==> src/rtl/uart_pkg.sv <==
// Shared definitions for the UART transmit-side blocks: arbiter states,
// data width and the round-robin slot helper.
package uart_pkg;

    localparam int UART_DATA_W = 8;

    typedef enum logic {
        IDLE = 1'b0,
        LOCK = 1'b1
    } arb_state_t;

    // Slot visited at step 'off' of a circular search that starts at 'base'.
    function automatic int rr_slot(int base, int off, int n);
        return (base + off) % n;
    endfunction

endpackage

==> src/rtl/uart_rr_pick.sv <==
// Combinational round-robin select: first set bit of req starting at ptr,
// wrapping modulo NREQ. Kept generic so an RX event distributor can reuse it.
module uart_rr_pick
    import uart_pkg::*;
#(
    parameter int NREQ = 4
) (
    input  logic [NREQ-1:0]         req,
    input  logic [$clog2(NREQ)-1:0] ptr,
    output logic                    any,
    output logic [$clog2(NREQ)-1:0] idx
);

    localparam int IDX_W = $clog2(NREQ);

    logic [IDX_W-1:0] slot;

    always_comb begin
        any  = 1'b0;
        idx  = '0;
        slot = '0;
        for (int off = 0; off < NREQ; off++) begin
            slot = IDX_W'(rr_slot(int'(ptr), off, NREQ));
            if (!any && req[slot]) begin
                any = 1'b1;
                idx = slot;
            end
        end
    end

endmodule

==> src/rtl/uart_tx_arb.sv <==
// Round-robin arbiter sharing one uart_tx between NREQ byte sources; a grant
// is held for a whole req_last-terminated frame, with a stall timeout.
module uart_tx_arb
    import uart_pkg::*;
#(
    parameter int NREQ    = 4,
    parameter int TIMEOUT = 1024
) (
    input  logic                          clk,
    input  logic                          rst_b,
    input  logic                          cfg_txen,
    input  logic [NREQ-1:0]               req_valid,
    input  logic [UART_DATA_W*NREQ-1:0]   req_data,
    input  logic [NREQ-1:0]               req_last,
    output logic [NREQ-1:0]               req_ready,
    output logic                          tx_valid,
    output logic [UART_DATA_W-1:0]        tx_data,
    input  logic                          tx_ready,
    output logic [$clog2(NREQ)-1:0]       owner,
    output logic                          busy,
    output logic                          drop_pulse
);

    localparam int IDX_W = $clog2(NREQ);
    localparam int TO_W  = (TIMEOUT > 1) ? $clog2(TIMEOUT) : 1;

    arb_state_t             state;
    logic [IDX_W-1:0]       rr_ptr;
    logic [IDX_W-1:0]       next_ptr;
    logic [IDX_W-1:0]       pick_idx;
    logic                   pick_any;
    logic [TO_W-1:0]        to_cnt;
    logic                   own_valid;
    logic                   own_last;
    logic [UART_DATA_W-1:0] own_data;
    logic                   accept;
    logic                   timeout_hit;
    logic [UART_DATA_W-1:0] req_bytes [NREQ];

    for (genvar g = 0; g < NREQ; g++) begin : g_bytes
        assign req_bytes[g] = req_data[g*UART_DATA_W +: UART_DATA_W];
    end

    uart_rr_pick #(.NREQ(NREQ)) u_pick (
        .req (req_valid),
        .ptr (rr_ptr),
        .any (pick_any),
        .idx (pick_idx)
    );

    assign own_valid   = req_valid[owner];
    assign own_last    = req_last[owner];
    assign own_data    = req_bytes[owner];
    assign busy        = (state == LOCK);
    // uart_tx ignores tx_valid while disabled, so cfg_txen gates the handshake.
    assign accept      = busy && own_valid && tx_ready && cfg_txen;
    assign timeout_hit = (TIMEOUT > 0) && busy && !own_valid
                         && (to_cnt == TO_W'(TIMEOUT - 1));
    assign next_ptr    = (owner == IDX_W'(NREQ - 1)) ? '0 : owner + 1'b1;

    always_comb begin
        tx_valid  = 1'b0;
        tx_data   = '0;
        req_ready = '0;
        if (busy) begin
            tx_valid = own_valid;
            tx_data  = own_data;
            req_ready[owner] = tx_ready && cfg_txen;
        end
    end

    always_ff @(posedge clk or negedge rst_b) begin
        if (!rst_b) begin
            state      <= IDLE;
            rr_ptr     <= '0;
            owner      <= '0;
            to_cnt     <= '0;
            drop_pulse <= 1'b0;
        end else begin
            drop_pulse <= 1'b0;
            if (state == IDLE) begin
                if (pick_any) begin
                    owner  <= pick_idx;
                    state  <= LOCK;
                    to_cnt <= '0;
                end
            end else begin
                if (accept && own_last) begin
                    state  <= IDLE;
                    rr_ptr <= next_ptr;
                    to_cnt <= '0;
                end else if (timeout_hit) begin
                    state      <= IDLE;
                    rr_ptr     <= next_ptr;
                    to_cnt     <= '0;
                    drop_pulse <= 1'b1;
                end else if (own_valid) begin
                    to_cnt <= '0;
                end else begin
                    to_cnt <= to_cnt + 1'b1;
                end
            end
        end
    end

endmodule

==> config.mk <==
export PLATFORM = sky130hd
export DESIGN_NAME = uart_tx_arb
export DESIGN_NICKNAME = d
export VERILOG_FILES = /design/src/rtl/uart_pkg.sv /design/src/rtl/uart_rr_pick.sv /design/src/rtl/uart_tx_arb.sv
export SDC_FILE = /design/constraint.sdc
export NUM_CORES = 1
export LEC_CHECK = 0
export CAP_MARGIN = 20
export CORE_AREA = 2 2 57 59
export DETAILED_ROUTE_END_ITERATION = 8
export DIE_AREA = 0 0 59 61
export PLACE_DENSITY = 0.83
export SLEW_MARGIN = 20
export SYNTH_ARGS = -nofsm -noshare
export SYNTH_HDL_FRONTEND = slang
export SYNTH_HIERARCHICAL = 1
export SYNTH_SLANG_ARGS = --single-unit
==> constraint.sdc <==
create_clock -name clk -period 4 [get_ports clk]
set_input_delay 0.4 -clock clk [delete_from_list [all_inputs] [get_ports clk]]
set_output_delay 0.4 -clock clk [all_outputs]
set_load 0.01 [all_outputs]
After elaboration in Yosys (flattened, before gate mapping)
Cells that the tools add are included.
{ "op_classes": {"muxes": 43, "n_lt_le_gt_ge": 7, "n_eq_ne": 2, "n_addsub": 5, "bitwise_logic": 3, "n_reduce_logical": 19} }
{ "op_table": {"columns": ["op", "n"], "rows": [
  ["10-bit 2-to-1 mux", 5],
  ["8-bit 2-to-1 mux", 3],
  ["1-bit 2-to-1 mux", 19],
  ["8-bit binary-select mux with 2-bit select", 1],
  ["2-bit by 3-bit < comparator with 1-bit output (second input constant)", 5],
  ["2-bit 2-to-1 mux", 7],
  ["1-bit binary-select mux with 2-bit select", 6],
  ["1-bit logical AND", 11],
  ["10-bit by 1-bit adder with 10-bit output (second input constant)", 1],
  ["10-bit == test (second input constant)", 1],
  ["2-bit by 1-bit adder with 2-bit output (second input constant)", 2],
  ["2-bit adder (second input constant)", 2],
  ["4-bit AND", 1],
  ["1-bit zero test", 4],
  ["4-bit 2-to-1 mux", 1],
  ["2-bit AND reduction", 2],
  ["2-bit nonzero test", 2],
  ["3-bit >= comparator (second input constant)", 1],
  ["2-bit NOT with 3-bit output", 1],
  ["1-bit demux with 2-bit select", 1],
  ["2-bit == test (second input constant)", 1],
  ["2-bit by 1-bit >= comparator with 1-bit output (second input constant)", 1],
  ["1-bit NOT", 1]
]} }
{ "word_totals": {"word_cells": 84, "register_bits": 16, "out_inout_bits": 17} }

Depth between registers and ports, before layout
Gate-level depths: netlist of the first run.
{ "logic_depth": {"ltp_word": 14, "mapped_depth": 6, "ltp_nobuf": 5} }

Modules after synthesis
The synthesis of the first run kept the hierarchy.
{ "modules_own_cells": {"columns": ["mod", "area_each_um2", "cells_per_inst", "seq_area_each_um2", "n_inst"], "rows": [
  ["uart_tx_arb", 1167.4, 109, 400.4, 1],
  ["uart_rr_pick", 77.6, 15, 0.0, 1]
]} }

Worst setup path after synthesis of the first run
OpenSTA, ideal clock, no wires.
{ "synth_timing": {"path_type": "register to output", "startpoint": "reg owner[0]", "endpoint": "out tx_data[0]", "arrival_ps": 1499, "stages_incl_launch_ff": 4, "setup_slack_ps": 2101, "cell_sequence": "dfrtp_1 > buf_2 > mux4_2 > and2_1"} }
{ "synth_between": {"elab_chain_cells": 5} }
{ "synth_lines": {"columns": ["element", "line", "source"], "rows": [
  ["start: declaration", "uart_tx_arb.sv:19", "output logic [$clog2(NREQ)-1:0] owner,"],
  ["start signal: assignment", "uart_tx_arb.sv:83", "owner <= pick_idx;"],
  ["2-bit NOT with 3-bit output (not written as such)", "uart_tx_arb.sv:53", "assign own_data = req_bytes[owner];"],
  ["8-bit binary-select mux with 2-bit select", "uart_tx_arb.sv:53", null],
  ["8-bit 2-to-1 mux (not written as such) (2 in series)", "uart_tx_arb.sv:53", null],
  ["8-bit 2-to-1 mux", "uart_tx_arb.sv:65", "if (busy) begin"],
  ["end: declaration", "uart_tx_arb.sv:17", "output logic [UART_DATA_W-1:0] tx_data,"]
]} }
Every way passes these cells. The select of a mux whose other input is x is not followed.

Final worst setup path of the first run
{ "layout_timing": {"startpoint": "reg owner[0]", "endpoint": "out tx_valid"} }
{ "layout_between": {"elab_chain_cells": 3} }
{ "layout_lines": {"columns": ["element", "line", "source"], "rows": [
  ["1-bit binary-select mux with 2-bit select", "uart_tx_arb.sv:51", "assign own_valid = req_valid[owner];"],
  ["1-bit 2-to-1 mux (not written as such)", "uart_tx_arb.sv:51", null],
  ["1-bit 2-to-1 mux", "uart_tx_arb.sv:65", null],
  ["end: declaration", "uart_tx_arb.sv:16", "output logic tx_valid,"]
]} }
Every way passes these cells. The select of a mux whose other input is x is not followed.

==> results.yml, run 1 <==
global_route:
  grt_use_met1_pct: 21.85
  grt_max_degree: 17
  grt_pass1_vias: 1231
  grt_remaining_overflow: 0
  antenna_found_initial: 0
  gr-usage-all-layers_pct: 19.79
  grt.met2_usage_pct: 37.14
  met3_usage_pct: 4.691
  grt_pass1_wl_um: 5402
  grt.busiest_layer: "met2"
floorplanning:
  die_h_um: 61
  start_util_pct: 42.16
  die_area_um2: 3599
  core_area_um2: 2953
  ioPinCount: 61
  num_rows: 20
  die_width_um: 59
clock_network:
  clkTransAtPathRegs_ns: 0.08
  cts_resized: 0
  cts_sinks: 16
  cts_hold_buf: 0
  post_cts_buffers: 0
  clockBufferDepth: 2
  cts_tree: "yes"
  cts_made_buffers: 3
  clock_latency_ns: 0.29
  cts_root_buffer: "clkbuf_4"
  ctsHtreeMaxLevel: 1
detailed_routing:
  ant_nets: 0
  vias: 1233
  drtIter0Drc: 49
  wirelength_um: 3316
  viasPerCell: 5.682
  drc: 0
  wire_per_inst_um: 15.28
  firstDrtPassIters: 4
yosys:
  syn-num-nets: 173
  netlist.area_leader.share_pct: 32.16
  ys_top_cells_by_count: "dfrtp_1 (16), and2_1 (14), mux4_2 (10), nand2_1 (9), o21ai_0 (9)"
  synth_cells: 124
  yosys.area.top_type: "dfrtp_1"
  synth.distinct_cells: 31
  yosys_warnings: 6
  avgSynthCellArea_um2: 10.04
  synth_area_leaders: "dfrtp_1 (32%), mux4_2 (18%), and2_1 (7.0%)"
  syn_area_um2: 1245
  yosysSeqAreaShare_pct: 32.16
  synth-seq-cells: 16
  synth_edf_count: 0
  ys_async_sr_fraction_pct: 100.0
  synth_flop_cell: "dfrtp_1"
  synth.most_common_cell: "dfrtp_1"
critical_path:
  crit_chain: "mux4_2 -> and2_1 -> clkdlybuf4s50_1"
  endpoint_kind: "output port"
  crit_fanout: 15
  critPathKind: "reg -> out"
  crit_arrival_ns: 2.47
  rr_startpoint: "owner[0]$_DFFE_PN0P_"
  startpoint: "owner[0]$_DFFE_PN0P_"
  cp.required_ns: 3.60
  start_kind: "flop"
  slowest_delay_ns: 0.82
  slowest_stage: "dfrtp_1"
hold_path:
  min-delay-start: "to_cnt[8]$_DFFE_PN0P_"
  hold_path_class: "reg -> reg"
sta:
  tns_ns: 0
  fin_worst_skew_ns: 0.002937
  fmax_mhz: 348.6
  min_period_ns: 2.868
  finalSetupViolCount: 0
  grt_setup_unrepaired: "no"
  slew_viol_final: 0
  finalCritPeriodShare_pct: 71.71
  relSlewSlack_pct: 51.47
  worstMarginPinSlew_ns: 0.7280
  finalHoldViolCount: 0
cells_and_area:
  layout.nets: 234
  fin_cells: 217
  antenna_cells: 0
  final_layout_size_suffix_gt1_share_pct: 11.41
  area_delta_synth_final_pct: 53.17
  nFillCells: 243
run_status:
  status: "finished, final reports clean"
placement:
  portBuffers: 60
  gp_congestion: 0.8020
  place_hpwl_um: 2781
  dpl.cell_count: 213
pwr:
  pwr_density_cell_nw_per_um2: 472.8
  fin_total_pwr_uw: 901.5
  p_leak_nw: 0.7705
  max-vdd-ir-drop_v: 0.0002745
flow_run:
  drv_cap: 0
## sequential cells by signal, indices dropped and copies added (netlist names)
name	flops
rr_ptr	2
to_cnt	10
owner	2
drop_pulse	1
busy	1
## final timing paths
check	to	slack (ns)	cells past startpoint
max	tx_valid	1.13	3
min	to_cnt[8]$_DFFE_PN0P_	0.49	1
max reg2reg	rr_ptr[0]$_DFFE_PN0P_	1.59	4
min reg2reg	to_cnt[8]$_DFFE_PN0P_	0.49	1
max in group asynchronous	to_cnt[7]$_DFFE_PN0P_	3.06	1
min in group asynchronous	to_cnt[1]$_DFFE_PN0P_	0.51	1
## cell families after synthesis
logic type / synth area share [%]
and+or+nand+nor: 21.81
muxes: 19.90
adders and majority gates: 5.025
DFF: 32.16
buffers and inverters: 4.019
xor gates and xnor gates: 2.111
AOI/OAI and AO/OA: 14.98
## cells in the final DEF, fill, tap and decap left out, types with 3 or more instances in the layout
| cell type | Yosys | routed |
|---|---|---|
| xor2_1 | 3 | 3 |
| a31oi_1 | 3 | 3 |
| and4_1 | 3 | 3 |
| dfrtp_1 | 16 | 16 |
| nand2_1 | 9 | 9 |
| inv_1 | 8 | 8 |
| a21oi_1 | 6 | 6 |
| nor2_1 | 5 | 5 |
| nand2b_1 | 3 | 3 |
| clkdlybuf4s50_1 | 0 | 60 |
| nand3_1 | 7 | 7 |
| o21ai_0 | 9 | 9 |
| and2_1 | 14 | 14 |
| clkbuf_4 | 0 | 3 |
| mux4_2 | 10 | 10 |
| ha_1 | 5 | 5 |
## critical path, delay by kind of cell, from the launching register on
kind | cells | cell delay (ns)
multiplexers | 1 | 0.68
buffers and inverters | 1 | 0.49
AND/OR/NAND/NOR | 1 | 0.19
flip-flops | 1 | 0.82
## cell type report
cell class	count	area, um2	share of cell area (%)
Clock buffer	4	36.28	1.903
Timing Repair Buffer	60	600.6	31.50
Sequential cell	16	400.4	21.00
Tap cell	33	41.29	2.165
Multi-Input combinational cell	95	794.5	41.67
Inverter	9	33.78	1.772
## per-stage QoR
stage / area [um2] / setup WS (ns) / hold WS (ns) / util [%]
2_1_floorplan: 1245 / 2.101 / 0.1044 / -
3_3_place_gp: 1871 / 1.457 / 0.4577 / 63.35
3_5_place_dp: 1871 / 1.421 / 0.4691 / 63.35
4_1_cts: 1907 / 1.089 / 0.4863 / 64.58
5_1_grt: 1907 / 0.9656 / 0.5173 / 64.58
6_report: 1907 / 1.132 / 0.4892 / 64.58
## power by group
part | total (mW) | leakage [nW] | switching, mW | internal (mW)
clock network | 0.103 | 0.0210 | 0.0476 | 0.0555
registers | 0.278 | 0.210 | 0.0853 | 0.192
logic | 0.521 | 0.540 | 0.190 | 0.331
total | 0.902 | 0.770 | 0.323 | 0.579
## metal layers
metal  wire length (um)  share of wire [%]  vias to the layer above
met4                 36                1.1                        0
met2               1662                 50                       61
li1                   -                  -                      579
met3                383                 12                        5
met5                  0                  0                        -
met1               1234                 37                      588
No activity file was read; power rests on OpenSTA's default activity.
==> run 2, diff against run 1 <==
--- a/config.mk
+++ b/config.mk
@@ -6,10 +6,10 @@
 export NUM_CORES = 1
 export LEC_CHECK = 0
 export CAP_MARGIN = 20
-export CORE_AREA = 2 2 57 59
+export CORE_AREA = 2 2 59 61
 export DETAILED_ROUTE_END_ITERATION = 8
-export DIE_AREA = 0 0 59 61
-export PLACE_DENSITY = 0.83
+export DIE_AREA = 0 0 61 63
+export PLACE_DENSITY = 0.78
 export SLEW_MARGIN = 20
 export SYNTH_ARGS = -nofsm -noshare
 export SYNTH_HDL_FRONTEND = slang
==> constraint.sdc (replaced) <==
create_clock -name clk -period 2.8 [get_ports clk]
set_input_delay 0.28 -clock clk [delete_from_list [all_inputs] [get_ports clk]]
set_output_delay 0.28 -clock clk [all_outputs]
set_load 0.01 [all_outputs]
==> run 2 against run 1 <==
  * Largest power group unchanged
  * Via count shrank 3.1%
  * Wire length increased by 9.7%
  * Total power up 45%
  * Core utilization shrank 4.8 points
  * Largest cell class unchanged
  * Die area up 6.8%
  * Critical path depth up 1
  * Critical path type unchanged
==> results.yml, run 2 (same netlist as run 1, synthesis figures left out) <==
cells_and_area:
  layout.nets: 235
  largest_register_ff_count: 10
  final_cell_mix: "clkdlybuf4s50_1 (60), dfrtp_1 (16), and2_1 (14), mux4_2 (10)"
  nFillCells: 288
  area_delta_synth_final_pct: 55.08
  final_common_cell: "clkdlybuf4s50_1"
  largest-register: "to_cnt"
  final_layout_size_suffix_gt1_share_pct: 11.89
  largestRegisters: "to_cnt x10, owner x2, rr_ptr x2"
  antenna_cells: 0
  fin_cells: 231
placement:
  place_hpwl_um: 2967
  gp_congestion: 0.8544
  dpl.cell_count: 227
  post-place-ws_ns: 0.5021
  portBuffers: 60
floorplanning:
  start_util_pct: 38.52
  core_area_um2: 3232
  die_width_um: 61
  num_rows: 21
  die_h_um: 63
  ioPinCount: 61
  die_area_um2: 3843
critical_path:
  cp.required_ns: 2.52
  crit_fanout: 10
  start_kind: "flop"
  endpoint_kind: "output port"
  critPathKind: "reg -> out"
  crit_arrival_ns: 2.31
sta:
  relSlewSlack_pct: 53.22
  worstMarginPinSlew_ns: 0.6996
  hold_ws_ns: 0.4134
  finalSetupViolCount: 0
  fmax_mhz: 386.2
  finalCritPeriodShare_pct: 92.48
  finalHoldViolCount: 0
  fin_worst_skew_ns: 0.004404
  min_period_ns: 2.589
  grt_setup_unrepaired: "no"
  slew_viol_final: 0
  tns_ns: 0
  setup_ws_ns: 0.2106
global_route:
  grt_max_degree: 17
  antenna_found_initial: 0
  grt_pass1_vias: 1273
  grt_remaining_overflow: 0
  gr-usage-all-layers_pct: 19.12
  grt_pass1_wl_um: 5685
detailed_routing:
  viasPerCell: 5.173
  ant_nets: 0
  drtIter0Drc: 26
  drc: 0
  wirelength_um: 3637
  vias: 1195
  firstDrtPassIters: 4
  wire_per_inst_um: 15.74
pwr:
  pwr_density_cell_nw_per_um2: 675.2
  max-vdd-ir-drop_v: 0.0004493
  p_leak_nw: 0.7755
clock_network:
  post_cts_buffers: 0
  ctsHtreeMaxLevel: 1
  cts_tree: "yes"
  cts_root_buffer: "clkbuf_4"
  cts_sinks: 16
  clock_latency_ns: 0.28
  clkTransAtPathRegs_ns: 0.09
  cts_hold_buf: 0
  cts_made_buffers: 3
  cts_resized: 0
  clockBufferDepth: 2
run_status:
  status: "finished, final reports clean"
hold_path:
  hold_path_class: "in -> async"
flow_run:
  drv_cap: 0
## run 2: changes by cell type in the layout (fill, tap and decap cells not counted), sizes merged
cell  change
buf       +1
## run 2: critical path, cell delays in order, from the launching register on
cell             delay (ns)
dfrtp_1                0.60
buf_4                  0.26
mux4_2                 0.51
and2_1                 0.17
clkdlybuf4s50_1        0.49
## run 2: worst paths after layout
| check | endpoint | startpoint | slack (ns) | cells after the start |
|---|---|---|---|---|
| setup / recovery | tx_data[2] | owner[0]$_DFFE_PN0P_ | 0.21 | 4 |
| hold / removal | to_cnt[1]$_DFFE_PN0P_ | rst_b | 0.41 | 1 |
| setup reg to reg | rr_ptr[1]$_DFFE_PN0P_ | owner[0]$_DFFE_PN0P_ | 0.65 | 4 |
| hold reg to reg | to_cnt[8]$_DFFE_PN0P_ | to_cnt[8]$_DFFE_PN0P_ | 0.50 | 1 |
| max in group asynchronous | drop_pulse$_DFF_PN0_ | rst_b | 1.94 | 1 |
| min in group clk | to_cnt[8]$_DFFE_PN0P_ | to_cnt[8]$_DFFE_PN0P_ | 0.50 | 1 |
## run 2: metal layers
| layer | global-route usage, % | vias up | routed length [um] |
|---|---|---|---|
| met1 | 23.17 | 562 | 1478 |
| met2 | 34.14 | 51 | 1835 |
| met5 | 0 | - | 0 |
| met4 | 4.076 | 0 | 10 |
| li1 | - | 580 | - |
| met3 | 3.520 | 2 | 312 |
## run 2: report_power, final
part	switching [mW]	leakage, nW	internal [mW]	total (mW)
clock network	0.0679	0.0210	0.0791	0.147
registers	0.101	0.210	0.275	0.376
logic	0.299	0.545	0.482	0.781
total	0.467	0.776	0.836	1.30
## run 2: layout make-up
type,count,area (um2),share of cell area (%)
flip-flops and latches,16,400.4,20.74
well taps,46,57.56,2.981
multi-input cells,95,794.5,41.15
clock buffers,4,36.28,1.879
inverters,9,33.78,1.750
repair buffers,61,608.1,31.50
## run 2: per-stage QoR
| step | total power [mW] | util, % | instance area (um2) |
|---|---|---|---|
| after detailed placement | 1.169 | 58.61 | 1894 |
| after global routing | 1.408 | 59.74 | 1931 |
| after global placement | 1.138 | 58.61 | 1894 |
| after floorplan | 0.8124 | - | 1245 |
| final | 1.304 | 59.74 | 1931 |
| after CTS | 1.322 | 59.74 | 1931 |
==> run 3, diff against run 2 <==
--- a/config.mk
+++ b/config.mk
@@ -5,11 +5,14 @@
 export SDC_FILE = /design/constraint.sdc
 export NUM_CORES = 1
 export LEC_CHECK = 0
+export ABC_AREA = 1
 export CAP_MARGIN = 20
-export CORE_AREA = 2 2 59 61
+export CELL_PAD_IN_SITES_DETAIL_PLACEMENT = 0
+export CELL_PAD_IN_SITES_GLOBAL_PLACEMENT = 1
+export CORE_AREA = 2 2 78 80
 export DETAILED_ROUTE_END_ITERATION = 8
-export DIE_AREA = 0 0 61 63
-export PLACE_DENSITY = 0.78
+export DIE_AREA = 0 0 80 82
+export PLACE_DENSITY = 0.8
 export SLEW_MARGIN = 20
 export SYNTH_ARGS = -nofsm -noshare
 export SYNTH_HDL_FRONTEND = slang
==> run 3 against run 2 <==
  * Clock skew about the same
  * Critical path depth up 2
  * Sequential power down 3%
  * Non-clock buffer count up 3
  * Cell count up 77%
  * Global-route usage down 4.6 points
  * Synthesized area up 35%
  * First-iteration DRC count rose to 3.1 times the previous value
  * Total power up 46%
  * Core utilization down 18 points
  * Synthesized cell count up 120%
  * Critical endpoint is now tx_valid
==> results.yml, run 3 <==
sta:
  tns_ns: 0
  relSlewSlack_pct: 52.11
  fin_worst_skew_ns: 0.004215
  hold_ws_ns: 0.4566
  fmax_mhz: 421.9
  min_period_ns: 2.370
  finalHoldViolCount: 0
  grt_setup_unrepaired: "no"
  slew_viol_final: 0
  finalCritPeriodShare_pct: 84.64
  worstMarginPinSlew_ns: 0.7161
  finalSetupViolCount: 0
pwr:
  p_leak_nw: 1.117
  internal_power_uw: 982.5
  power_frac_seq_pct: 19.1
  max-vdd-ir-drop_v: 0.0002658
  comb_power_share_pct: 70.1
  clkPwrFrac_pct: 10.8
  pwr_density_cell_nw_per_um2: 794.7
  switching_power_uw: 918.7
  swShare_pct: 48.32
placement:
  place_hpwl_um: 3634
  portBuffers: 60
  placed_area_um2: 2337
  gp_congestion: 0.8160
clock_network:
  clock_latency_ns: 0.25
  post_cts_buffers: 0
  cts_sinks: 16
  cts_root_buffer: "clkbuf_8"
  cts_tree: "yes"
  clockBufferDepth: 2
  cts_hold_buf: 0
  clkTransAtPathRegs_ns: 0.07
  ctsHtreeMaxLevel: 1
  cts_made_buffers: 3
  cts_resized: 0
detailed_routing:
  firstDrtPassIters: 4
  drtIter0Drc: 80
  ant_nets: 0
  wirelength_um: 4774
  vias: 1838
  wire_per_inst_um: 11.70
  drc: 0
  viasPerCell: 4.505
yosys:
  yosys_warnings: 6
  synth_flop_cell: "dfrtp_1"
  yosys.area.top_type: "dfrtp_1"
  synth_edf_count: 0
  netlist.area_leader.share_pct: 23.83
  synth.distinct_cells: 25
  syn-num-nets: 323
  synth_area_leaders: "dfrtp_1 (24%), nand2_1 (17%), nor2_1 (11%)"
  ys_async_sr_fraction_pct: 100.0
  syn_area_um2: 1680
  synth_cells: 274
  synth.most_common_cell: "nand2_1"
  yosysSeqAreaShare_pct: 23.83
  avgSynthCellArea_um2: 6.133
  synth-seq-cells: 16
  ys_top_cells_by_count: "nand2_1 (76), nor2_1 (48), inv_1 (23), o21ai_0 (18), nand2_2 (17)"
global_route:
  grt_remaining_overflow: 0
  grt_pass1_vias: 1691
  grt_max_degree: 24
  grt_pass1_wl_um: 7762
  antenna_found_initial: 0
  gr-usage-all-layers_pct: 14.51
floorplanning:
  num_rows: 28
  core_area_um2: 5746
  ioPinCount: 61
  die_area_um2: 6560
  die_width_um: 80
  die_h_um: 82
  start_util_pct: 29.25
cells_and_area:
  seq_area_um2: 400.4
  final_cell_mix: "nand2_1 (76), clkdlybuf4s50_1 (60), nor2_1 (48), inv_1 (23), o21ai_0 (18)"
  area_delta_synth_final_pct: 42.37
  nFillCells: 599
  largestRegisters: "to_cnt x10, owner x2, rr_ptr x2"
  layout.nets: 383
  largest_register_ff_count: 10
  final_layout_size_suffix_gt1_share_pct: 13.81
  largest-register: "to_cnt"
  multiInputGateArea_um2: 1107
  final_common_cell: "nand2_1"
  fin_area_um2: 2392
  antenna_cells: 0
critical_path:
  crit_arrival_ns: 2.09
  endpoint_kind: "output port"
  start_kind: "flop"
  cp.required_ns: 2.52
  crit_fanout: 23
  critPathKind: "reg -> out"
flow_run:
  drv_cap: 0
hold_path:
  hold_path_class: "in -> async"
run_status:
  status: "finished, final reports clean"
run 3: cell count changes in the layout (fill, tap and decap cells not counted), moves of 9 or more:
cell,delta
nand2_1,+67
nand3_1,+9
nor2_1,+43
nand2_2,+17
mux4_2,-10
and2_1,-14
o21ai_0,+9
inv_1,+15
run 3: final timing paths:
kind / startpoint / cells past startpoint / to / slack (ns)
min reg2reg: to_cnt[1]$_DFFE_PN0P_ / 2 / to_cnt[1]$_DFFE_PN0P_ / 0.53
min: rst_b / 1 / to_cnt[0]$_DFFE_PN0P_ / 0.46
max: owner[0]$_DFFE_PN0P_ / 6 / tx_valid / 0.43
max in group asynchronous: rst_b / 1 / to_cnt[8]$_DFFE_PN0P_ / 1.89
max reg2reg: rr_ptr[0]$_DFFE_PN0P_ / 11 / to_cnt[4]$_DFFE_PN0P_ / 0.88
min in group clk: to_cnt[1]$_DFFE_PN0P_ / 2 / to_cnt[1]$_DFFE_PN0P_ / 0.53
run 3: metrics by stage:
| step | worst slack, ns | std cells | util, % | total power [mW] |
|---|---|---|---|---|
| 6_report | 0.4300 | 408 | 41.64 | 1.901 |
| 2_1_floorplan | 1.267 | 274 | - | 1.268 |
| 4_1_cts | 0.4142 | 408 | 41.64 | 1.914 |
| 3_3_place_gp | 0.7169 | 404 | 40.68 | 1.702 |
| 3_5_place_dp | 0.6857 | 404 | 40.68 | 1.702 |
| 5_1_grt | 0.2346 | 408 | 41.64 | 2.076 |
run 3: power groups by stage:
| stage | sequential [mW] | clock [mW] | combinational, mW |
|---|---|---|---|
| finish | 0.364 | 0.206 | 1.33 |
| global route | 0.376 | 0.226 | 1.47 |
| CTS | 0.366 | 0.210 | 1.34 |
| detailed placement | 0.371 | 0 | 1.33 |
| global placement | 0.369 | 0 | 1.33 |
| floorplan | 0.339 | 0 | 0.929 |
run 3: layout make-up:
class | count | share of cell area [%]
Multi-Input combinational cell | 221 | 46.29
Timing Repair Buffer | 64 | 26.36
Sequential cell | 16 | 16.74
Inverter | 28 | 4.393
Tap cell | 75 | 3.923
Clock buffer | 4 | 2.301
run 3: cell families after synthesis:
kind of cell,synth area share (%)
compound gates,9.978
xor+xnor,2.085
fa+ha+maj,3.723
buf+inv,10.27
flops,23.83
simple gates,50.11
run 3: per-layer routing:
layer  up-vias  GRT usage [%]  part of all wire (%)
met2        64          24.75                    43
met4         0          1.864                  0.17
li1        978              -                     -
met3         2          3.187                   9.6
met5         -              0                     0
met1       794          19.32                    47
run 3: worst max-delay path, cell delays in order, from the launching register on:
cell and delay, ns:
dfrtp_1 0.53, inv_2 0.35, nand2_2 0.10, nand3_1 0.10, nand2_2 0.11, nor2_1 0.10
clkdlybuf4s50_1 0.55
